$ cat src/rtl/shift_rows_pipe.sv
// shift_rows_pipe: pipelined Rijndael ShiftRows/InvShiftRows for Nb=4/6/8 with valid/ready, tag and flush.
// Slot 0 captures the permuted state; later slots pass it through unchanged.
module shift_rows_pipe #(
  parameter int NB     = 4,
  parameter int STAGES = 1,
  parameter int TAG_W  = 4
) (
  input  logic                             clock,
  input  logic                             reset,
  input  logic                             flush,
  input  logic                             in_valid,
  output logic                             in_ready,
  input  logic [32*NB-1:0]                 in_data,
  input  logic                             in_inverse,
  input  logic [TAG_W-1:0]                 in_tag,
  output logic                             out_valid,
  input  logic                             out_ready,
  output logic [32*NB-1:0]                 out_data,
  output logic [TAG_W-1:0]                 out_tag,
  output logic [$clog2(STAGES+1)-1:0]      occupancy
);
  localparam int W  = 32*NB;
  localparam int OW = $clog2(STAGES+1);

  if (!(NB == 4 || NB == 6 || NB == 8)) begin : g_bad_nb
    $error("shift_rows_pipe: NB must be 4, 6 or 8");
  end

  logic [W-1:0]       w_perm;
  logic [STAGES-1:0]  r_v;
  logic [W-1:0]       r_d [STAGES];
  logic [TAG_W-1:0]   r_t [STAGES];
  logic [STAGES:0]    w_free;
  logic               w_in_xfer;
  logic               w_out_xfer;

  // Rijndael-256 uses offsets 0,1,3,4; the narrower blocks use 0,1,2,3.
  for (genvar c = 0; c < NB; c++) begin : g_col
    for (genvar r = 0; r < 4; r++) begin : g_row
      localparam int S = (NB == 8 && r > 1) ? r + 1 : r;
      localparam int F = (c + S) % NB;
      localparam int I = (c - S + NB) % NB;
      assign w_perm[W-1-8*(4*c+r) -: 8] = in_inverse ? in_data[W-1-8*(4*I+r) -: 8]
                                                     : in_data[W-1-8*(4*F+r) -: 8];
    end
  end

  // A slot may load when it is empty or its content moves on this edge.
  always_comb begin
    w_free[STAGES] = out_ready;
    for (int i = STAGES - 1; i >= 0; i--) w_free[i] = !r_v[i] || w_free[i+1];
  end

  assign in_ready   = !reset && !flush && w_free[0];
  assign w_in_xfer  = in_valid && in_ready;
  assign w_out_xfer = out_valid && out_ready && !flush;
  assign out_valid  = r_v[STAGES-1];
  assign out_data   = r_d[STAGES-1];
  assign out_tag    = r_t[STAGES-1];

  always_ff @(posedge clock or posedge reset) begin
    if (reset) begin
      r_v       <= '0;
      occupancy <= '0;
      for (int i = 0; i < STAGES; i++) begin
        r_d[i] <= '0;
        r_t[i] <= '0;
      end
    end else begin
      if (w_free[0]) begin
        r_v[0] <= w_in_xfer;
        r_d[0] <= w_perm;
        r_t[0] <= in_tag;
      end
      for (int i = 1; i < STAGES; i++) begin
        if (w_free[i]) begin
          r_v[i] <= r_v[i-1];
          r_d[i] <= r_d[i-1];
          r_t[i] <= r_t[i-1];
        end
      end
      if (flush) r_v <= '0;
      occupancy <= flush ? '0 : occupancy + OW'(w_in_xfer) - OW'(w_out_xfer);
    end
  end
endmodule
$ cat config.mk
export PLATFORM = sky130hd
export DESIGN_NAME = shift_rows_pipe
export DESIGN_NICKNAME = d
export VERILOG_FILES = /design/src/rtl/shift_rows_pipe.sv
export SDC_FILE = /design/constraint.sdc
export NUM_CORES = 1
export LEC_CHECK = 0
export CAP_MARGIN = 10
export CORE_ASPECT_RATIO = 1.25
export CORE_MARGIN = 8
export CORE_UTILIZATION = 42
export CTS_BUF_LIST = sky130_fd_sc_hd__clkbuf_4
export DETAILED_ROUTE_END_ITERATION = 8
export GPL_TIMING_DRIVEN = 0
export PLACE_DENSITY = 0.82
export SYNTH_ARGS = -nofsm -noshare
export SYNTH_HDL_FRONTEND = slang
export SYNTH_SLANG_ARGS = --single-unit
export TNS_END_PERCENT = 5
$ cat constraint.sdc
create_clock -name clock -period 5.32 [get_ports clock]
set_clock_uncertainty 0.1 [all_clocks]
set_input_delay 1.064 -clock clock [delete_from_list [all_inputs] [get_ports clock]]
set_output_delay 1.064 -clock clock [all_outputs]
set_load 0.01 [all_outputs]
==> results of run 1 <==
## routing by layer
| metal | routed length [microns] | vias up | track usage |
|---|---|---|---|
| met4 | 561 | 0 | 0.104 |
| met5 | 0 | - | 0 |
| met3 | 1480 | 32 | 0.0649 |
| li1 | - | 2451 | - |
| met2 | 9350 | 186 | 0.356 |
| met1 | 6800 | 2403 | 0.219 |
## cell families (layout without fill, tap and decap cells)
| logic type | after synthesis | in the layout |
|---|---|---|
| AOI/OAI and AO/OA | 65 | 65 |
| buffers and inverters | 38 | 342 |
| muxes | 66 | 66 |
| DFF | 134 | 134 |
| other | 0 | 1 |
| and+or+nand+nor | 275 | 275 |
## sequential cells by signal (all words and copies together), names as in the netlist
name	flops
out_tag	4
out_data	128
out_valid	1
occupancy	1
## where the power goes
part / internal (W) / switching (W) / leakage (nW)
logic: 0.000305 / 0.000218 / 2.39
clock network: 0.000327 / 0.000386 / 0.159
registers: 0.00110 / 0.0000453 / 1.58
## critical path, cell delays in order
cell and delay (ps):
clkdlybuf4s50_1 530, nor2b_4 50, buf_6 140, buf_12 160
buf_6 140, nor3_1 130, clkdlybuf4s50_1 560
## stage by stage
| stage | hold WS [ps] | power, W |
|---|---|---|
| after floorplan | 401 | 0.00136 |
| after global placement | 349 | 0.00168 |
| after CTS | 379 | 0.00241 |
| final | 373 | 0.00239 |
| after global routing | 395 | 0.00249 |
| after detailed placement | 354 | 0.00170 |
## cell usage in the layout (no fill, tap or decap)
cell	n
clkbuf_2	5
buf_6	8
a21oi_1	1
clkinvlp_4	1
o21ai_2	11
o21ai_1	7
buf_12	2
clkinv_2	3
nor2b_4	1
diode_2	1
nor2_1	1
mux2_2	1
dfrtp_1	134
nand2_1	269
nor3_1	1
o21ai_0	46
clkinv_1	3
buf_16	1
bufinv_16	3
buf_2	6
clkbuf_4	20
mux2i_1	65
nor2b_1	1
buf_4	8
clkinv_4	3
clkdlybuf4s50_1	271
buf_8	6
nand2b_1	2
inv_6	2
## cell usage after synthesis, types with 5 or more instances
cell / instances
nand2_1: 269
dfrtp_1: 134
mux2i_1: 65
o21ai_0: 46
o21ai_2: 11
buf_4: 8
buf_6: 8
o21ai_1: 7
buf_2: 6
buf_8: 6
clkbuf_2: 5
## worst max-delay path by stage
stage	startpoint	end	slack [ps]	cells past startpoint
floorplan	reset	occupancy$_DFF_PP0_	570	1
global placement	reset	out_data[64]$_DFFE_PP0P_	-1520	2
detailed placement	out_ready	in_ready	1370	7
CTS	out_ready	in_ready	1350	7
global route	out_ready	in_ready	1250	7
finish	out_ready	in_ready	1370	7
## cell type report
class,count,share of cell area
Sequential cell,134,0.371
Timing Repair Buffer,272,0.303
Multi-Input combinational cell,406,0.230
Buffer,37,0.0387
Tap cell,175,0.0242
Clock inverter,14,0.0176
Clock buffer,18,0.0149
Inverter,1,0.000968
Antenna cell,1,0.000277
==> qor.yml, run 1 <==
placed_design:
  dp_slack_ps: 1370
  placed_area_sq_mm: 0.00875
  dp_cells: 1025
  portBuffers: 271
  dp_hpwl_mm: 14.0
  gp_congestion: 0.810
logic_synthesis:
  ys_seq_area_frac: 0.579
  synth_warnings: 0
  async_reset_ff_frac: 1.00
  synth.largest_area_cell: "dfrtp_1"
  synth_cells: 578
  synth_top_family_by_area: "simple AND/OR/NAND/NOR gates"
  synthSimpleGateAreaFrac: 0.182
  muxShareOfSynthArea: 0.114
  synthesis.area_sq_mm: 0.00579
  ys.flop_type: "dfrtp_1"
  synthAdderAreaFrac: 0
  synth-seq-cells: 134
  synthTopCellsByArea: "dfrtp_1, nand2_1, mux2i_1"
  synth.top_cell.area_share: 0.579
  synth_nets: 716
  synth.avg_cell_area_sq_um: 10.0
  synth_xor_area_frac: 0
  yosysUniqueCellTypes: 21
  synth_edf_count: 0
  synth_compound_area_frac: 0.0634
sta:
  timing.final.hold_violations: 0
  slew_headroom: 0.558
  worst_slew_pin_slew_ps: 663
  fin_setup_tns_ps: 0
  min_period_ps: 3950
  fin_ws_ps: 1370
  fmax_ghz: 0.253
  setup_viol: 0
  fin_crit_sh: 0.742
  rsz0062_at_grt: "false"
  report.final.slew_viol_count: 0
setup_path:
  worstReg2RegStart: "out_valid$_DFFE_PP0P_"
  critPathKind: "in -> out"
  reg2reg_slack_ps: 3910
  crit_path_end_kind: "output pin"
  crit_arrival_ps: 2780
  rr_worst_depth: 6
  r2r-end: "out_data[103]$_DFFE_PP0P_"
  worst_setup_path_start_kind: "primary input"
  cp.required_ps: 4160
  cp_max_fo: 10
power:
  vdd_drop_max_v: 0.000162
  power.static_leakage_nw: 4.12
  cellPowerDensity_mw_per_mm2: 264
min_path:
  hp-class: "reg -> reg"
  holdPathEnd: "out_data[27]$_DFFE_PP0P_"
  hold_depth: 2
  worstHoldStart: "out_data[27]$_DFFE_PP0P_"
cells_and_area:
  fin_nets: 1007
  layout.area.seq_sq_mm: 0.00335
  utilization: 0.664
  multi_input_area_sq_mm: 0.00208
  final_area_sq_mm: 0.00905
  nFillCells: 1161
  area_growth_pct: 56.3
  final_cells: 1058
  final_layout_size_suffix_gt1_frac: 0.0918
floorplan:
  start_util: 0.424
  die_area_sq_mm: 0.0178
  pin_count: 273
  dieWidth_microns: 121
  fp.dieH_microns: 147
  row_count: 48
  core_sq_mm: 0.0136
route:
  drt_first_iter_violations: 275
  ant_nets: 0
  dr.pass1.iters: 4
  vias: 5072
  via_per_inst: 4.79
  finalWirelength_mm: 18.2
  drc: 0
  routedWlPerCell_microns: 17.2
cts:
  cts_resized: 0
  clk-insertion-delay-late_ps: 520
  cts.sinks: 134
  post_cts_buffers: 0
  postCtsHoldBufs: 0
  cts_htree_levels: 4
  clk_pin_slew_ps: 100
  clk_path_buf_depth: 2
  root_buffer: "clkbuf_4"
  cts-buffers-inserted: 17
  cts_tree: "done"
global_route:
  grt_pass1_vias: 5313
  grt_max_degree: 72
  track_usage: 0.205
  antenna_found_initial: 1
  grt_pass1_wl_mm: 28.4
  overflow: 0
run_status:
  outcome: "finished, final reports clean"
flow_run:
  maxCapViolCount: 0
Power figures use the tool's default switching activity.
==> run 2: changes to the inputs <==
--- a/config.mk
+++ b/config.mk
@@ -8,11 +8,11 @@
 export CAP_MARGIN = 10
 export CORE_ASPECT_RATIO = 1.25
 export CORE_MARGIN = 8
-export CORE_UTILIZATION = 42
+export CORE_UTILIZATION = 38
 export CTS_BUF_LIST = sky130_fd_sc_hd__clkbuf_4
 export DETAILED_ROUTE_END_ITERATION = 8
 export GPL_TIMING_DRIVEN = 0
-export PLACE_DENSITY = 0.82
+export PLACE_DENSITY = 0.78
 export SYNTH_ARGS = -nofsm -noshare
 export SYNTH_HDL_FRONTEND = slang
 export SYNTH_SLANG_ARGS = --single-unit
==> constraint.sdc (replaced) <==
create_clock -name clock -period 3.6 [get_ports clock]
set_clock_uncertainty 0.1 [all_clocks]
set_input_delay 0.72 -clock clock [delete_from_list [all_inputs] [get_ports clock]]
set_output_delay 0.72 -clock clock [all_outputs]
set_load 0.01 [all_outputs]
==> qor.yml, run 2 (same netlist as run 1, synthesis figures left out) <==
run_status:
  outcome: "finished, final reports clean"
global_route:
  track_usage: 0.192
  overflow: 0
  use_met3: 0.0713
  grt_pass1_vias: 5257
  antenna_found_initial: 1
  grt_use_met1: 0.210
  grt_max_degree: 42
  grt_pass1_wl_mm: 28.9
  grt_use_met2: 0.331
  top_usage_layer: "met2"
cells_and_area:
  final_area_sq_mm: 0.00906
  final_common_cell: "clkdlybuf4s50_1"
  fin_nets: 1010
  largest_reg_flops: 128
  area_growth_pct: 56.5
  nFillCells: 1290
  final_layout_size_suffix_gt1_frac: 0.0950
  utilization: 0.606
  layout_common_cells: "clkdlybuf4s50_1, nand2_1, dfrtp_1"
min_path:
  hp-class: "reg -> reg"
sta:
  setup_viol: 0
  min_period_ps: 3280
  fmax_ghz: 0.304
  report.final.slew_viol_count: 0
  fin_setup_tns_ps: 0
  slew_headroom: 0.677
  rsz0062_at_grt: "false"
  worst_slew_pin_slew_ps: 483
  whs_ps: 373
  timing.final.hold_violations: 0
  fin_crit_sh: 0.912
power:
  p_total_w: 0.00336
  cellPowerDensity_mw_per_mm2: 371
  vdd_drop_max_v: 0.000203
  power.static_leakage_nw: 4.12
floorplan:
  dieWidth_microns: 126
  pin_count: 273
  core_sq_mm: 0.0150
  die_area_sq_mm: 0.0195
  fp.dieH_microns: 154
  row_count: 50
  start_util: 0.387
route:
  via_per_inst: 4.70
  dr.pass1.iters: 4
  finalWirelength_mm: 18.3
  vias: 5013
  drt_first_iter_violations: 207
  routedWlPerCell_microns: 17.1
  drc: 0
  ant_nets: 0
cts:
  root_buffer: "clkbuf_4"
  cts.sinks: 134
  cts_htree_levels: 4
  post_cts_buffers: 0
  postCtsHoldBufs: 0
  cts-buffers-inserted: 17
  cts_tree: "done"
  clk-insertion-delay-late_ps: 530
  clk_pin_slew_ps: 100
  cts_resized: 0
  clk_path_buf_depth: 2
placed_design:
  placed_area_sq_mm: 0.00882
  dp_hpwl_mm: 14.4
  gp_congestion: 0.756
  portBuffers: 271
setup_path:
  crit_path_end_kind: "output pin"
  critPathKind: "in -> out"
  reg2reg_slack_ps: 2190
  cp_max_fo: 10
  worst_setup_path_start_kind: "primary input"
  cp.required_ps: 2780
  crit_arrival_ps: 2460
flow_run:
  maxCapViolCount: 0
==> run 2: worst paths after layout <==
kind | start | to | cells after the start
max in group asynchronous | reset | out_data[37]$_DFFE_PP0P_ | 4
min in group asynchronous | reset | out_data[47]$_DFFE_PP0P_ | 2
setup / recovery | out_ready | in_ready | 7
setup reg to reg | out_valid$_DFFE_PP0P_ | out_data[1]$_DFFE_PP0P_ | 6
hold reg to reg | out_data[95]$_DFFE_PP0P_ | out_data[95]$_DFFE_PP0P_ | 2
hold / removal | out_data[95]$_DFFE_PP0P_ | out_data[95]$_DFFE_PP0P_ | 2
==> run 2: area by class of cell <==
class                           instances  area [sq um]  share of cell area
Clock inverter                         11          86.3             0.00953
Clock buffer                           20           150              0.0166
Tap cell                              182           228              0.0251
Sequential cell                       134          3350               0.370
Buffer                                 37           350              0.0387
Timing Repair Buffer                  275          2800               0.309
Antenna cell                            1          2.50            0.000276
Inverter                                1          7.51            0.000829
Multi-Input combinational cell        406          2080               0.230
==> run 2: per-stage QoR <==
stage / cells / setup WS, ps
3_3_place_gp: 1031 / -231
4_1_cts: 1066 / 300
5_1_grt: 1067 / 234
6_report: 1067 / 315
2_1_floorplan: 578 / 1110
3_5_place_dp: 1035 / 318
==> run 2: worst max-delay path, cell delays in order <==
cell and delay, ps:
clkdlybuf4s50_1 550, nor2b_4 60, buf_6 140, buf_12 150, buf_6 140, nor3_1 130
clkdlybuf4s50_1 560
==> run 2: report_power, final <==
group / total [W] / internal [W] / switching, W
logic: 0.000779 / 0.000457 / 0.000322
registers: 0.00170 / 0.00163 / 0.0000657
clock network: 0.000888 / 0.000351 / 0.000537
total: 0.00336 / 0.00244 / 0.000925
==> run 2: per-layer routing <==
layer	vias up	share of wire
met5	-	0
met4	0	0.021
met3	25	0.081
met2	187	0.51
met1	2346	0.38
li1	2455	-
==> run 3: changes to the inputs <==
--- a/config.mk
+++ b/config.mk
@@ -5,6 +5,7 @@
 export SDC_FILE = /design/constraint.sdc
 export NUM_CORES = 1
 export LEC_CHECK = 0
+export ABC_CLOCK_PERIOD_IN_PS = 3600
 export CAP_MARGIN = 10
 export CORE_ASPECT_RATIO = 1.25
 export CORE_MARGIN = 8
==> results of run 3 <==
Same layout as run 2: the final DEF is identical, and so are final timing and power.
